File: src/rtl/line_buffer_seq_3x3.sv
// Sequencer for two cascaded line-buffer FIFOs feeding a 3x3 window stage.
// Produces three vertically aligned row taps and border flags per accepted pixel.
module line_buffer_seq_3x3 #(
  parameter int DATA_W = 8,
  parameter int IMG_W  = 640,
  parameter int IMG_H  = 480,
  parameter int CNT_W  = 11
) (
  input  logic              wclk,
  input  logic              wrst,
  input  logic              vs_in,
  input  logic              pix_valid,
  input  logic [DATA_W-1:0] pix_data,
  output logic              fifo1_wr_en,
  output logic [DATA_W-1:0] fifo1_wr_data,
  output logic              fifo1_rd_en,
  input  logic [DATA_W-1:0] fifo1_rd_data,
  input  logic              fifo1_full,
  input  logic              fifo1_empty,
  output logic              fifo2_wr_en,
  output logic [DATA_W-1:0] fifo2_wr_data,
  output logic              fifo2_rd_en,
  input  logic [DATA_W-1:0] fifo2_rd_data,
  input  logic              fifo2_empty,
  output logic [DATA_W-1:0] row0_data,
  output logic [DATA_W-1:0] row1_data,
  output logic [DATA_W-1:0] row2_data,
  output logic              taps_valid,
  output logic [CNT_W-1:0]  tap_col,
  output logic [CNT_W-1:0]  tap_row,
  output logic              first_col,
  output logic              last_col,
  output logic              first_row,
  output logic              last_row,
  output logic              seq_err
);

  typedef enum logic [1:0] {IDLE, ACTIVE, FLUSH} state_t;

  state_t state_q, state_d;
  logic [CNT_W-1:0] col_q, row_q;
  logic [1:0] flush_cnt_q;
  logic prev_empty_q, vs_pend_q, rd1_q, rd2_q;
  logic accept, frame_end, early_vs, both_empty, flush_done;
  logic row_ge1, row_ge2, col_last;

  assign accept     = (state_q == ACTIVE) && pix_valid && !vs_in;
  assign early_vs   = (state_q == ACTIVE) && vs_in;
  assign row_ge1    = (row_q != '0);
  assign row_ge2    = row_ge1 && (row_q != CNT_W'(1));
  assign col_last   = (col_q == CNT_W'(IMG_W - 1));
  assign frame_end  = accept && col_last && (row_q == CNT_W'(IMG_H - 1));
  assign both_empty = fifo1_empty && fifo2_empty;
  // Leave FLUSH only after three cycles there and two empty cycles in a row.
  assign flush_done = (flush_cnt_q == 2'd2) && both_empty && prev_empty_q;

  always_ff @(posedge wclk or posedge wrst) begin
    if (wrst) state_q <= IDLE;
    else      state_q <= state_d;
  end

  always_comb begin
    state_d = state_q;
    case (state_q)
      IDLE:    if (vs_in) state_d = ACTIVE;
      ACTIVE:  if (early_vs || frame_end) state_d = FLUSH;
      FLUSH:   if (flush_done) state_d = (vs_pend_q || vs_in) ? ACTIVE : IDLE;
      default: state_d = IDLE;
    endcase
  end

  // FIFO1 reads from row 1 onward feed FIFO2 one cycle later; rd1_q carries that write.
  always_comb begin
    fifo1_wr_en   = accept;
    fifo1_wr_data = accept ? pix_data : '0;
    fifo1_rd_en   = 1'b0;
    fifo2_rd_en   = 1'b0;
    fifo2_wr_en   = rd1_q;
    fifo2_wr_data = rd1_q ? fifo1_rd_data : '0;
    if (state_q == ACTIVE) begin
      fifo1_rd_en = accept && row_ge1;
      fifo2_rd_en = accept && row_ge2;
    end else if (state_q == FLUSH) begin
      fifo1_rd_en = !fifo1_empty;
      fifo2_rd_en = !fifo2_empty;
    end
  end

  always_ff @(posedge wclk or posedge wrst) begin
    if (wrst) begin
      col_q <= '0;
      row_q <= '0;
    end else if (vs_in || state_q != ACTIVE) begin
      col_q <= '0;
      row_q <= '0;
    end else if (accept) begin
      if (col_last) begin
        col_q <= '0;
        row_q <= row_q + CNT_W'(1);
      end else begin
        col_q <= col_q + CNT_W'(1);
      end
    end
  end

  // A frame start seen during ACTIVE or FLUSH is held so the drain restarts the frame.
  always_ff @(posedge wclk or posedge wrst) begin
    if (wrst) begin
      flush_cnt_q  <= '0;
      prev_empty_q <= 1'b0;
      vs_pend_q    <= 1'b0;
    end else if (state_q == FLUSH) begin
      flush_cnt_q  <= (flush_cnt_q == 2'd2) ? 2'd2 : flush_cnt_q + 2'd1;
      prev_empty_q <= both_empty;
      if (flush_done)  vs_pend_q <= 1'b0;
      else if (vs_in)  vs_pend_q <= 1'b1;
    end else begin
      flush_cnt_q  <= '0;
      prev_empty_q <= 1'b0;
      vs_pend_q    <= early_vs;
    end
  end

  always_ff @(posedge wclk or posedge wrst) begin
    if (wrst) begin
      seq_err <= 1'b0;
    end else if (early_vs || (accept && fifo1_full)) begin
      seq_err <= 1'b1;
    end else if (vs_in && (state_q == IDLE || state_q == FLUSH)) begin
      seq_err <= 1'b0;
    end
  end

  always_ff @(posedge wclk or posedge wrst) begin
    if (wrst) begin
      rd1_q      <= 1'b0;
      rd2_q      <= 1'b0;
      taps_valid <= 1'b0;
      row2_data  <= '0;
      tap_col    <= '0;
      tap_row    <= '0;
      first_col  <= 1'b0;
      last_col   <= 1'b0;
      first_row  <= 1'b0;
      last_row   <= 1'b0;
    end else begin
      rd1_q      <= accept && row_ge1;
      rd2_q      <= accept && row_ge2;
      taps_valid <= accept && row_ge2;
      if (accept) begin
        row2_data <= pix_data;
        tap_col   <= col_q;
        tap_row   <= row_q;
        first_col <= (col_q == '0);
        last_col  <= col_last;
        first_row <= (row_q == '0);
        last_row  <= (row_q == CNT_W'(IMG_H - 1));
      end
    end
  end

  // The FIFOs register their read data, so the older rows line up with row2_data.
  assign row1_data = rd1_q ? fifo1_rd_data : '0;
  assign row0_data = rd2_q ? fifo2_rd_data : '0;

endmodule
File: config.mk
export PLATFORM = sky130hd
export DESIGN_NAME = line_buffer_seq_3x3
export DESIGN_NICKNAME = d
export VERILOG_FILES = /design/src/rtl/line_buffer_seq_3x3.sv
export SDC_FILE = /design/constraint.sdc
export NUM_CORES = 1
export LEC_CHECK = 0
export BUFFER_PORTS_ARGS = -buffer_cell sky130_fd_sc_hd__buf_2
export CORE_MARGIN = 5
export CORE_UTILIZATION = 51
export CTS_CLUSTER_DIAMETER = 60
export CTS_CLUSTER_SIZE = 24
export DETAILED_ROUTE_END_ITERATION = 16
export PLACE_DENSITY = 0.8
export SLEW_MARGIN = 20
export SYNTH_ARGS = -nofsm -noshare
export SYNTH_HDL_FRONTEND = slang
export SYNTH_SLANG_ARGS = --single-unit
File: constraint.sdc
create_clock -name wclk -period 2.24 [get_ports wclk]
set_clock_uncertainty 0.2 [all_clocks]
set_input_delay 0.224 -clock wclk [delete_from_list [all_inputs] [get_ports wclk]]
set_output_delay 0.224 -clock wclk [all_outputs]
set_load 0.01 [all_outputs]
Word-level counts from Yosys, hierarchy flattened
Cells that the tools add are included.

cells by class
  multiply operators = 0
  reductions and logical operators = 30
  add/subtract/negate cells = 3
  shift-type cells = 0
  bitwise logic cells = 0
  equality and inequality tests = 11
  multiplexer cells = 26
  div/mod/pow operators = 0
  order comparisons = 0

operators by type and width
  cell                     count
  $mux W11                 6
  $mux W8                  3
  $add A11 B1 Y11 const B  2
  $logic_not A11 Y1        2
  $logic_and A1 B1 Y1      13
  $eq A11 B10 Y1 const B   1
  $eq A11 B9 Y1 const B    1
  $mux W1                  11
  $ne A11 B1 Y1 const B    1
  $reduce_bool A11 Y1      1
  $mux W2                  5
  $pmux W2 S3              1
  $reduce_bool A2 Y1       3
  $logic_or A1 B1 Y1       5
  $eq A2 B2 Y1 const B     2
  $ne A2 B1 Y1 const B     2
  $ne A2 B2 Y1 const B     2
  $logic_not A1 Y1         3
  $ne A3 B3 Y1 const B     1
  $reduce_and A3 Y1        1
  $add A2 B1 Y2 const B    1
  $eq A2 B1 Y1 const B     1
  $logic_not A2 Y1         1
  $reduce_and A2 Y1        1

word-level totals
  memory bits (writable) = 0
  word-level logic and storage cells = 86
  latch bits = 0
  register bits after elaboration = 65
  output and inout port bits = 72
  memories = 0
  memory bits (read-only) = 0

Longest topological paths before layout
Gate-level depths: netlist of run 1.

  depth after elaboration = 8
  mapped depth = 7
  mapped depth without buffers = 6

Least setup slack after synthesis of run 1
No wires, ideal clock.

  path kind = register -> register
  start = reg col_q[0]
  end = reg row_q[9]
  clock period less this slack = 1.873 ns
  cell stages (with the launch flop) = 6
  required time = 1.962 ns
  slack = 0.367 ns
  data arrival time = 1.595 ns
  library setup time = 0.078 ns
  path through = dfrtp_1 ha_1 and4_4 nand4_1 or4_1 a21oi_1

between the ends
  longest elaborated chain between the ends = 3

RTL lines
  element                       line  source
  from (decl)                   41    logic [CNT_W-1:0] col_q, row_q;
  from (signal assigned)        101   col_q <= col_q + CNT_W'(1);
  $eq A11 B10 Y1                51    assign col_last = (col_q == CNT_W'(IMG_W - 1));
  $reduce_bool A2 Y1 (no line)  -
  $reduce_and A2 Y1 (no line)   -
  to (signal assigned)          99    row_q <= row_q + CNT_W'(1);
  to (decl)                     41

No other way between the ends.
A chain may end at the register's enable or synchronous reset.

Final worst setup path of run 1
  start = reg state_q[1]
  end = out fifo1_rd_en

between the ends
  longest elaborated chain between the ends = 5

RTL lines
  element                            line    source
  from (decl)                        40      state_t state_q, state_d;
  from (signal assigned)             59      else state_q <= state_d;
  $eq A2 B1 Y1                       47, 80
  $logic_and A1 B1 Y1 (2 in series)  47      assign accept = (state_q == ACTIVE) && pix_valid && !vs_in;
  $logic_and A1 B1 Y1                81      fifo1_rd_en = accept && row_ge1;
  $mux W1 (*)                        80      if (state_q == ACTIVE) begin
  to (decl)                          16      output logic fifo1_rd_en,

Mark *: on every way between the ends. The rest lies on a longest branch, timed or not.

==> qor.txt, run 1 <==
=====================================================================================
Run status ............................................................. finished, final reports clean
Final Critical Period ..................................................      2.17 ns
Worst-case headroom to the max-slew limit ..............................        0.684
Starting Density .......................................................        0.530
Rows ...................................................................           28
Worst hold-check path type .............................................    in -> reg
Clock Sink Count .......................................................           65
Number of filler cells placed in the layout ............................          481
Combined area of the multi-input logic cells ...........................    1370 um^2
Num CTS Buffers ........................................................            9
Worst Min Path Start ...................................................  pix_data[0]
Number of antenna violations at the first check in global routing ......            0
Share of the cycle needed by the critical path after routing ...........        0.969
Skew-Pair Late Insertion Delay .........................................      0.34 ns
Number of diodes added for antenna fixing ..............................            0
WHS ....................................................................   0.00456 ns
Buffers from clock root to sink, at most ...............................            2
Global-route wire length before repair .................................      12.5 mm
Endpoint type of the worst setup path ..................................  output port
Internal Pwr Total .....................................................      2.15 mW
CTS tree ...............................................................          yes
Synth cell types .......................................................           49
Number of nets in the layout ...........................................          483
Summed instance area of the synthesized netlist ........................    3150 um^2
Fraction of final layout cells sized beyond drive strength 1 ...........        0.324
Maximum fanout along the worst path ....................................            6
Peak VDD IR ............................................................     0.533 mV
Fmax ...................................................................    0.461 GHz
Routed length per instance .............................................      15.3 um
Number of enable-type register cells in the synthesized netlist ........            0
Unrepaired setup endpoints after global routing ........................          yes
Die boundary width .....................................................      88.6 um
Relative contribution of combinational cells to total power ............        0.220
Top cells by area, synth ............................................... sky130_fd_sc_hd__dfrtp_1, sky130_fd_sc_hd__nand2_1, sky130_fd_sc_hd__and2_1
CP Capture Point .......................................................  fifo1_rd_en
Seq/Total Area, Yosys ..................................................        0.516
Flops & latches, synth .................................................           65
GRT overflow ...........................................................            0
GPL Wtd Cong ...........................................................        0.864
Max H-tree Level .......................................................            3
Clock-pin slew of the registers on the worst-case setup and hold paths .      0.06 ns
Clk pwr share ..........................................................        0.320
Crit Reg-Reg Startpoint ................................................ col_q[0]$_DFFE_PP0P_
Setup slack on the worst flop-to-flop path .............................      0.09 ns
Layout Cells excl Fill .................................................          525
Cell type with the largest total area after synthesis .................. sky130_fd_sc_hd__dfrtp_1
Dpl ws .................................................................    0.0862 ns
Drt total wl ...........................................................      8.01 mm
Number of global-route vias before repair ..............................         2695
Capture point of the worst reg-to-reg path ............................. row_q[7]$_DFFE_PP0P_
Root buffer cell ....................................................... sky130_fd_sc_hd__clkbuf_8
First-pass DRT Iterations ..............................................            4
Detailed placer's ending HPWL ..........................................      5.64 mm
Synth Flop Type ........................................................ sky130_fd_sc_hd__dfrtp_1
Worst Setup Slack, final ...............................................    0.0699 ns
Number of I/O pins .....................................................          103
Cell-by-cell trace of the critical path ................................ and2b_2 > nand3b_4 > a41oi_2 > o21bai_1 > buf_2
Final setup viols ......................................................            0
Sequential cell area in the final layout ...............................    1630 um^2
Max-capacitance violation count ........................................            0
Crit path from ......................................................... state_q[1]$_DFFE_PP0P_
Placed Cells ...........................................................          497
Slowest stage cell on the critical path ................................ sky130_fd_sc_hd__dfrtp_2
Total core area ........................................................    5960 um^2
Die area ...............................................................    7860 um^2
Chip Height ............................................................      88.6 um
Via count ..............................................................         2815
Sequential share of power ..............................................        0.461
CP arrival .............................................................      1.75 ns
Final Hold Fails .......................................................            0
Area share of the leading cell type in the synthesized netlist .........        0.516
Synth-to-Final Area Change .............................................        28.8%
Net count of the mapped netlist ........................................          371
Worst r2r path cells ...................................................            5
CP Launch Type .........................................................     register
ANT nets after route ...................................................            0
Number of port buffers .................................................          102
Number of DRC violations after detailed-routing iteration 0 ............          118
Total power divided by cell area .......................................  742 nW/um^2
CP required ............................................................      1.82 ns
All-layer global routing usage .........................................        0.206
Per-instance average area after synthesis ..............................    9.47 um^2
Slew at the pin closest to its max-slew limit ..........................     0.473 ns
Worst Setup Path Type ..................................................   reg -> out
Share of async-settable or async-resettable flops after synthesis ......         1.00
Static power due to leakage ............................................      2.17 nW
Number of instances in the synthesized netlist .........................          333
Switching part of the total ............................................        0.287
Pins over their slew limit .............................................            0
Net Switching ..........................................................       864 uW
Critical path's largest stage delay ....................................      0.44 ns
Setup Total Neg Slack ..................................................         0 ns
DRC errors left ........................................................            0
Largest net degree at the start of global routing ......................           38
Via-per-instance ratio .................................................         5.36
Synthesis warning total ................................................            0
=====================================================================================
[cells by family (layout without fill, tap and decap cells)]
group,Yosys count,in the layout,share of synthesized area
and+or+nand+nor,166,166,0.273
AOI/OAI and AO/OA,49,49,0.0988
xor gates and xnor gates,10,10,0.0278
buffers and inverters,36,153,0.0575
adders and majority gates,7,7,0.0278
DFF,65,65,0.516
[power by group through the flow]
| stage | logic (mW) | clock network, mW | registers [mW] |
|---|---|---|---|
| floorplan | 0.328 | 0 | 1.44 |
| global placement | 0.606 | 0 | 1.40 |
| detailed placement | 0.620 | 0 | 1.40 |
| CTS | 0.647 | 0.986 | 1.39 |
| global route | 0.733 | 1.03 | 1.40 |
| finish | 0.662 | 0.963 | 1.39 |
[synthesized netlist by cell type, types with 2 or more instances]
| cell type | number |
|---|---|
| sky130_fd_sc_hd__nand2_1 | 72 |
| sky130_fd_sc_hd__dfrtp_1 | 65 |
| sky130_fd_sc_hd__and2_1 | 25 |
| sky130_fd_sc_hd__nor2_1 | 20 |
| sky130_fd_sc_hd__o21ai_0 | 15 |
| sky130_fd_sc_hd__a21oi_1 | 12 |
| sky130_fd_sc_hd__inv_1 | 11 |
| sky130_fd_sc_hd__nand3_1 | 9 |
| sky130_fd_sc_hd__a21o_1 | 8 |
| sky130_fd_sc_hd__buf_4 | 8 |
| sky130_fd_sc_hd__clkbuf_1 | 8 |
| sky130_fd_sc_hd__ha_1 | 7 |
| sky130_fd_sc_hd__or3_1 | 7 |
| sky130_fd_sc_hd__buf_2 | 6 |
| sky130_fd_sc_hd__xnor2_1 | 6 |
| sky130_fd_sc_hd__xor2_1 | 4 |
| sky130_fd_sc_hd__nand4_1 | 3 |
| sky130_fd_sc_hd__nor3_1 | 3 |
| sky130_fd_sc_hd__nor4b_1 | 3 |
| sky130_fd_sc_hd__o31ai_1 | 3 |
| sky130_fd_sc_hd__or4_1 | 3 |
| sky130_fd_sc_hd__and4_1 | 2 |
| sky130_fd_sc_hd__nand2b_1 | 2 |
| sky130_fd_sc_hd__nand4b_1 | 2 |
| sky130_fd_sc_hd__nor2b_1 | 2 |
| sky130_fd_sc_hd__nor4_1 | 2 |
| sky130_fd_sc_hd__o21bai_1 | 2 |
| sky130_fd_sc_hd__o22ai_1 | 2 |
[flip-flops by register name (all words and copies together) (netlist names)]
name          count
first_col         1
seq_err           1
last_row          1
tap_row          11
row_q            11
state_q           2
first_row         1
vs_pend_q         1
prev_empty_q      1
last_col          1
col_q            11
row2_data         8
tap_col          11
fifo2_wr_en       1
rd2_q             1
flush_cnt_q       2
[through the flow]
step | util | power [mW] | instance area [um^2]
3_3_place_gp | 0.624 | 2.00 | 3720
4_1_cts | 0.674 | 3.02 | 4020
5_1_grt | 0.682 | 3.17 | 4060
2_1_floorplan | - | 1.77 | 3150
6_report | 0.682 | 3.01 | 4060
3_5_place_dp | 0.624 | 2.02 | 3720
[how the worst min path moves through the flow]
stage	to	cells after the start	slack [ns]
2_1_floorplan	prev_empty_q$_DFF_PP0_	2	0.13
3_3_place_gp	tap_row[8]$_DFFE_PP0N_	3	0.11
3_5_place_dp	tap_row[8]$_DFFE_PP0N_	3	0.11
4_1_cts	row2_data[0]$_DFFE_PP0N_	3	0.00006
5_1_grt	row2_data[6]$_DFFE_PP0N_	3	0.02
6_report	row2_data[0]$_DFFE_PP0N_	3	0.005
[layout make-up]
cell class                 instances  area share
sequential                        65       0.401
multi-input combinational        232       0.337
timing repair buffer             125       0.181
clock buffer                      13      0.0366
tap                               75      0.0231
inverter                          12      0.0117
clock inverter                     3     0.00985
[what timing repair did]
action	4_1_cts	5_1_grt
setup endpoints to repair	2	14
pin swaps	0	1
buffers inserted	1	1
gates resized for setup	2	5
endpoints found under the hold margin	72	0
hold buffers	9	0
cloned	0	1
[layer usage]
metal / vias to the layer above / track usage / routed length [um]
li1: 1335 / - / -
met5: - / 0 / 0
met2: 131 / 0.358 / 3980
met4: 0 / 0.0824 / 138
met3: 14 / 0.0410 / 752
met1: 1335 / 0.251 / 3140
[placed cells by master (no fill, tap or decap), types with 3 or more instances in the layout]
cell type / n
sky130_fd_sc_hd__a21o_1: 8
sky130_fd_sc_hd__a21oi_1: 12
sky130_fd_sc_hd__and2_1: 24
sky130_fd_sc_hd__buf_2: 102
sky130_fd_sc_hd__buf_4: 12
sky130_fd_sc_hd__clkbuf_1: 3
sky130_fd_sc_hd__clkbuf_8: 10
sky130_fd_sc_hd__dfrtp_1: 64
sky130_fd_sc_hd__dlygate4sd3_1: 9
sky130_fd_sc_hd__ha_1: 6
sky130_fd_sc_hd__inv_1: 10
sky130_fd_sc_hd__nand2_1: 72
sky130_fd_sc_hd__nand3_1: 9
sky130_fd_sc_hd__nand4_1: 3
sky130_fd_sc_hd__nor2_1: 20
sky130_fd_sc_hd__nor4b_1: 3
sky130_fd_sc_hd__o21ai_0: 15
sky130_fd_sc_hd__o31ai_1: 3
sky130_fd_sc_hd__or3_1: 7
sky130_fd_sc_hd__or4_1: 3
sky130_fd_sc_hd__xnor2_1: 6
sky130_fd_sc_hd__xor2_1: 4
[worst max-delay path: cells and delay by family (launching register included)]
family,cells,cell delay (ns)
compound gates,2,0.44
buf+inv,1,0.14
flops,1,0.44
simple gates,2,0.39
(Power assumes the default switching activity.)
==> run 2: changes to the inputs <==
- ABC_AREA: not set -> 1
- CORE_UTILIZATION: 51 -> 52
- PLACE_DENSITY: 0.8 -> 0.81
==> run 2 against run 1 <==
Effect of this change: non-clock buffer count down 4; critical endpoint is now fifo1_wr_data[5]; largest power group unchanged; utilization down 1.3 points; via count up 12%; sequential share of layout area down 2.0 points; area after synthesis up 8.2%.
==> qor.txt, run 2 <==
=====================================================================================
CTS tree ...............................................................          yes
Routed length per instance .............................................      13.9 um
Share of the cycle needed by the critical path after routing ...........        0.968
Number of DRC violations after detailed-routing iteration 0 ............          159
Flops & latches, synth .................................................           65
GPL Wtd Cong ...........................................................        0.887
Unrepaired setup endpoints after global routing ........................          yes
Total power divided by cell area .......................................  720 nW/um^2
Total chip power .......................................................      3.08 mW
GRT overflow ...........................................................            0
Maximum fanout along the worst path ....................................           46
Worst Setup Path Type ..................................................    in -> out
Fmax ...................................................................    0.461 GHz
Number of I/O pins .....................................................          103
First-pass DRT Iterations ..............................................            4
Seq/Total Area, Yosys ..................................................        0.477
CP arrival .............................................................      1.74 ns
Number of nets in the layout ...........................................          583
Capture point of the worst reg-to-reg path ............................. seq_err$_DFFE_PP0P_
Drt total wl ...........................................................      8.70 mm
Worst-case headroom to the max-slew limit ..............................        0.736
Most frequent cells after synthesis .................................... sky130_fd_sc_hd__nand2_1, sky130_fd_sc_hd__dfrtp_1, sky130_fd_sc_hd__inv_1
Most frequent cells in the layout ...................................... sky130_fd_sc_hd__buf_2, sky130_fd_sc_hd__nand2_1, sky130_fd_sc_hd__dfrtp_1
Worst hold-check path type .............................................    in -> reg
Total core area ........................................................    6390 um^2
DRC errors left ........................................................            0
Hold Path Stages .......................................................            4
Number of diodes added for antenna fixing ..............................            0
Slew at the pin closest to its max-slew limit ..........................     0.392 ns
Area share of the leading cell type in the synthesized netlist .........        0.477
Cell type with the largest total area after synthesis .................. sky130_fd_sc_hd__dfrtp_1
Static power due to leakage ............................................      2.35 nW
All-layer global routing usage .........................................        0.216
Skew-Pair Late Insertion Delay .........................................      0.34 ns
Peak VDD IR ............................................................     0.493 mV
Number of antenna violations at the first check in global routing ......            0
Clock Sink Count .......................................................           65
Chip Height ............................................................      91.0 um
Final setup viols ......................................................            0
Max H-tree Level .......................................................            3
Via-per-instance ratio .................................................         5.05
Number of enable-type register cells in the synthesized netlist ........            0
Detailed placer's ending HPWL ..........................................      6.12 mm
Synth cell types .......................................................           29
Synth-to-Final Area Change .............................................        25.3%
Die boundary width .....................................................      91.0 um
Final core utilization .................................................        0.670
Summed instance area of the synthesized netlist ........................    3410 um^2
Worst Hold End ......................................................... col_q[10]$_DFFE_PP0P_
Number of filler cells placed in the layout ............................          554
Worst Min Path Start ...................................................    pix_valid
Die area ...............................................................    8280 um^2
Share of async-settable or async-resettable flops after synthesis ......         1.00
Final Hold Fails .......................................................            0
Top cells by area, synth ............................................... sky130_fd_sc_hd__dfrtp_1, sky130_fd_sc_hd__nand2_1, sky130_fd_sc_hd__inv_1
Synth Flop Type ........................................................ sky130_fd_sc_hd__dfrtp_1
Root buffer cell ....................................................... sky130_fd_sc_hd__clkbuf_8
Global-route wire length before repair .................................      14.8 mm
Most common library cell in the layout ignoring fill and taps .......... sky130_fd_sc_hd__buf_2
Per-instance average area after synthesis ..............................    7.90 um^2
Fraction of final layout cells sized beyond drive strength 1 ...........        0.295
Worst r2r path cells ...................................................            7
Max-capacitance violation count ........................................            0
ANT nets after route ...................................................            0
Run status ............................................................. finished, final reports clean
CP Launch Type ......................................................... primary input
Largest net degree at the start of global routing ......................           66
Via count ..............................................................         3164
Top-count cell post-synth .............................................. sky130_fd_sc_hd__nand2_1
Final Critical Period ..................................................      2.17 ns
Buffers from clock root to sink, at most ...............................            2
Crit Reg-Reg Startpoint ................................................ state_q[0]$_DFFE_PP0P_
Endpoint type of the worst setup path ..................................  output port
Number of port buffers .................................................          102
Starting Density .......................................................        0.534
Clock-pin slew of the registers on the worst-case setup and hold paths .      0.06 ns
Num CTS Buffers ........................................................            9
Net count of the mapped netlist ........................................          470
Synthesis warning total ................................................            0
Setup slack on the worst flop-to-flop path .............................      0.35 ns
Pins over their slew limit .............................................            0
CP required ............................................................      1.82 ns
Number of global-route vias before repair ..............................         3159
Number of instances in the synthesized netlist .........................          432
Rows ...................................................................           29
=====================================================================================
[run 2: cell count changes in the layout (fill, tap and decap cells not counted), sizes merged, moves of 8 or more]
cell,before,now
nor2,20,55
buf,115,107
inv,12,69
o21ai,15,54
and2,25,0
nand3,9,31
a21o,8,0
nand2,72,105
[run 2: timing repair]
action,4_1_cts,5_1_grt
hold buffers,14,0
endpoints found under the hold margin,76,0
endpoints found under the setup margin,2,10
buffers inserted,0,0
resized for setup,1,7
[run 2: cells by family (layout without fill, tap and decap cells)]
family,Yosys count,count (layout),synth area share
AOI/OAI and AO/OA,61,61,0.103
xor gates and xnor gates,3,3,0.00770
adders and majority gates,7,7,0.0257
buffers and inverters,89,206,0.111
DFF,65,65,0.477
and+or+nand+nor,207,207,0.276
[run 2: worst max-delay path, stage by stage]
cell,delay (ns)
sky130_fd_sc_hd__dlygate4sd3_1,0.53
sky130_fd_sc_hd__buf_2,0.14
sky130_fd_sc_hd__inv_1,0.08
sky130_fd_sc_hd__nand2_2,0.11
sky130_fd_sc_hd__inv_2,0.13
sky130_fd_sc_hd__nand2_8,0.19
sky130_fd_sc_hd__nor2_1,0.17
sky130_fd_sc_hd__buf_2,0.15
[run 2: worst max path at each step]
stage                           startpoint                    to  slack, ns  cells past startpoint
floorplan                             wrst  col_q[0]$_DFFE_PP0P_       0.19                      1
global placement    state_q[1]$_DFFE_PP0P_  col_q[9]$_DFFE_PP0P_       0.41                      8
detailed placement  state_q[0]$_DFFE_PP0P_  col_q[9]$_DFFE_PP0P_       0.31                      9
CTS                                  vs_in      fifo1_wr_data[4]       0.02                      8
global route                         vs_in      fifo1_wr_data[5]      -0.03                      8
finish                               vs_in      fifo1_wr_data[5]       0.07                      8
[run 2: report_power, final]
part / total [mW] / internal (mW) / switching [mW]
combinational: 0.795 / 0.302 / 0.493
sequential: 1.44 / 1.34 / 0.0997
clock: 0.847 / 0.418 / 0.429
total: 3.08 / 2.06 / 1.02
[run 2: routing by layer]
metal / global-route usage / vias to the layer above / part of all wire
li1: - / 1575 / -
met1: 0.257 / 1476 / 0.41
met2: 0.377 / 108 / 0.51
met3: 0.0620 / 5 / 0.069
met4: 0.0623 / 0 / 0.0075
met5: 0 / - / 0
[run 2: layout make-up]
class | count | area [um^2] | share of cell area
Inverter | 70 | 263 | 0.0614
Tap cell | 77 | 96.3 | 0.0225
Clock inverter | 4 | 20.0 | 0.00468
Clock buffer | 11 | 141 | 0.0331
Multi-Input combinational cell | 278 | 1430 | 0.334
Sequential cell | 65 | 1630 | 0.380
Timing Repair Buffer | 121 | 701 | 0.164
[run 2: through the flow]
step | setup slack, ns | instances | hold slack, ns | setup TNS [ns] | area (um^2)
floorplan | 0.190 | 432 | 0.144 | 0 | 3410
global placement | 0.414 | 597 | 0.120 | 0 | 3950
detailed placement | 0.309 | 597 | 0.124 | 0 | 3950
CTS | 0.0200 | 626 | 0.0735 | 0 | 4260
global route | -0.0274 | 626 | 0.139 | -0.0290 | 4280
finish | 0.0720 | 626 | 0.130 | 0 | 4280
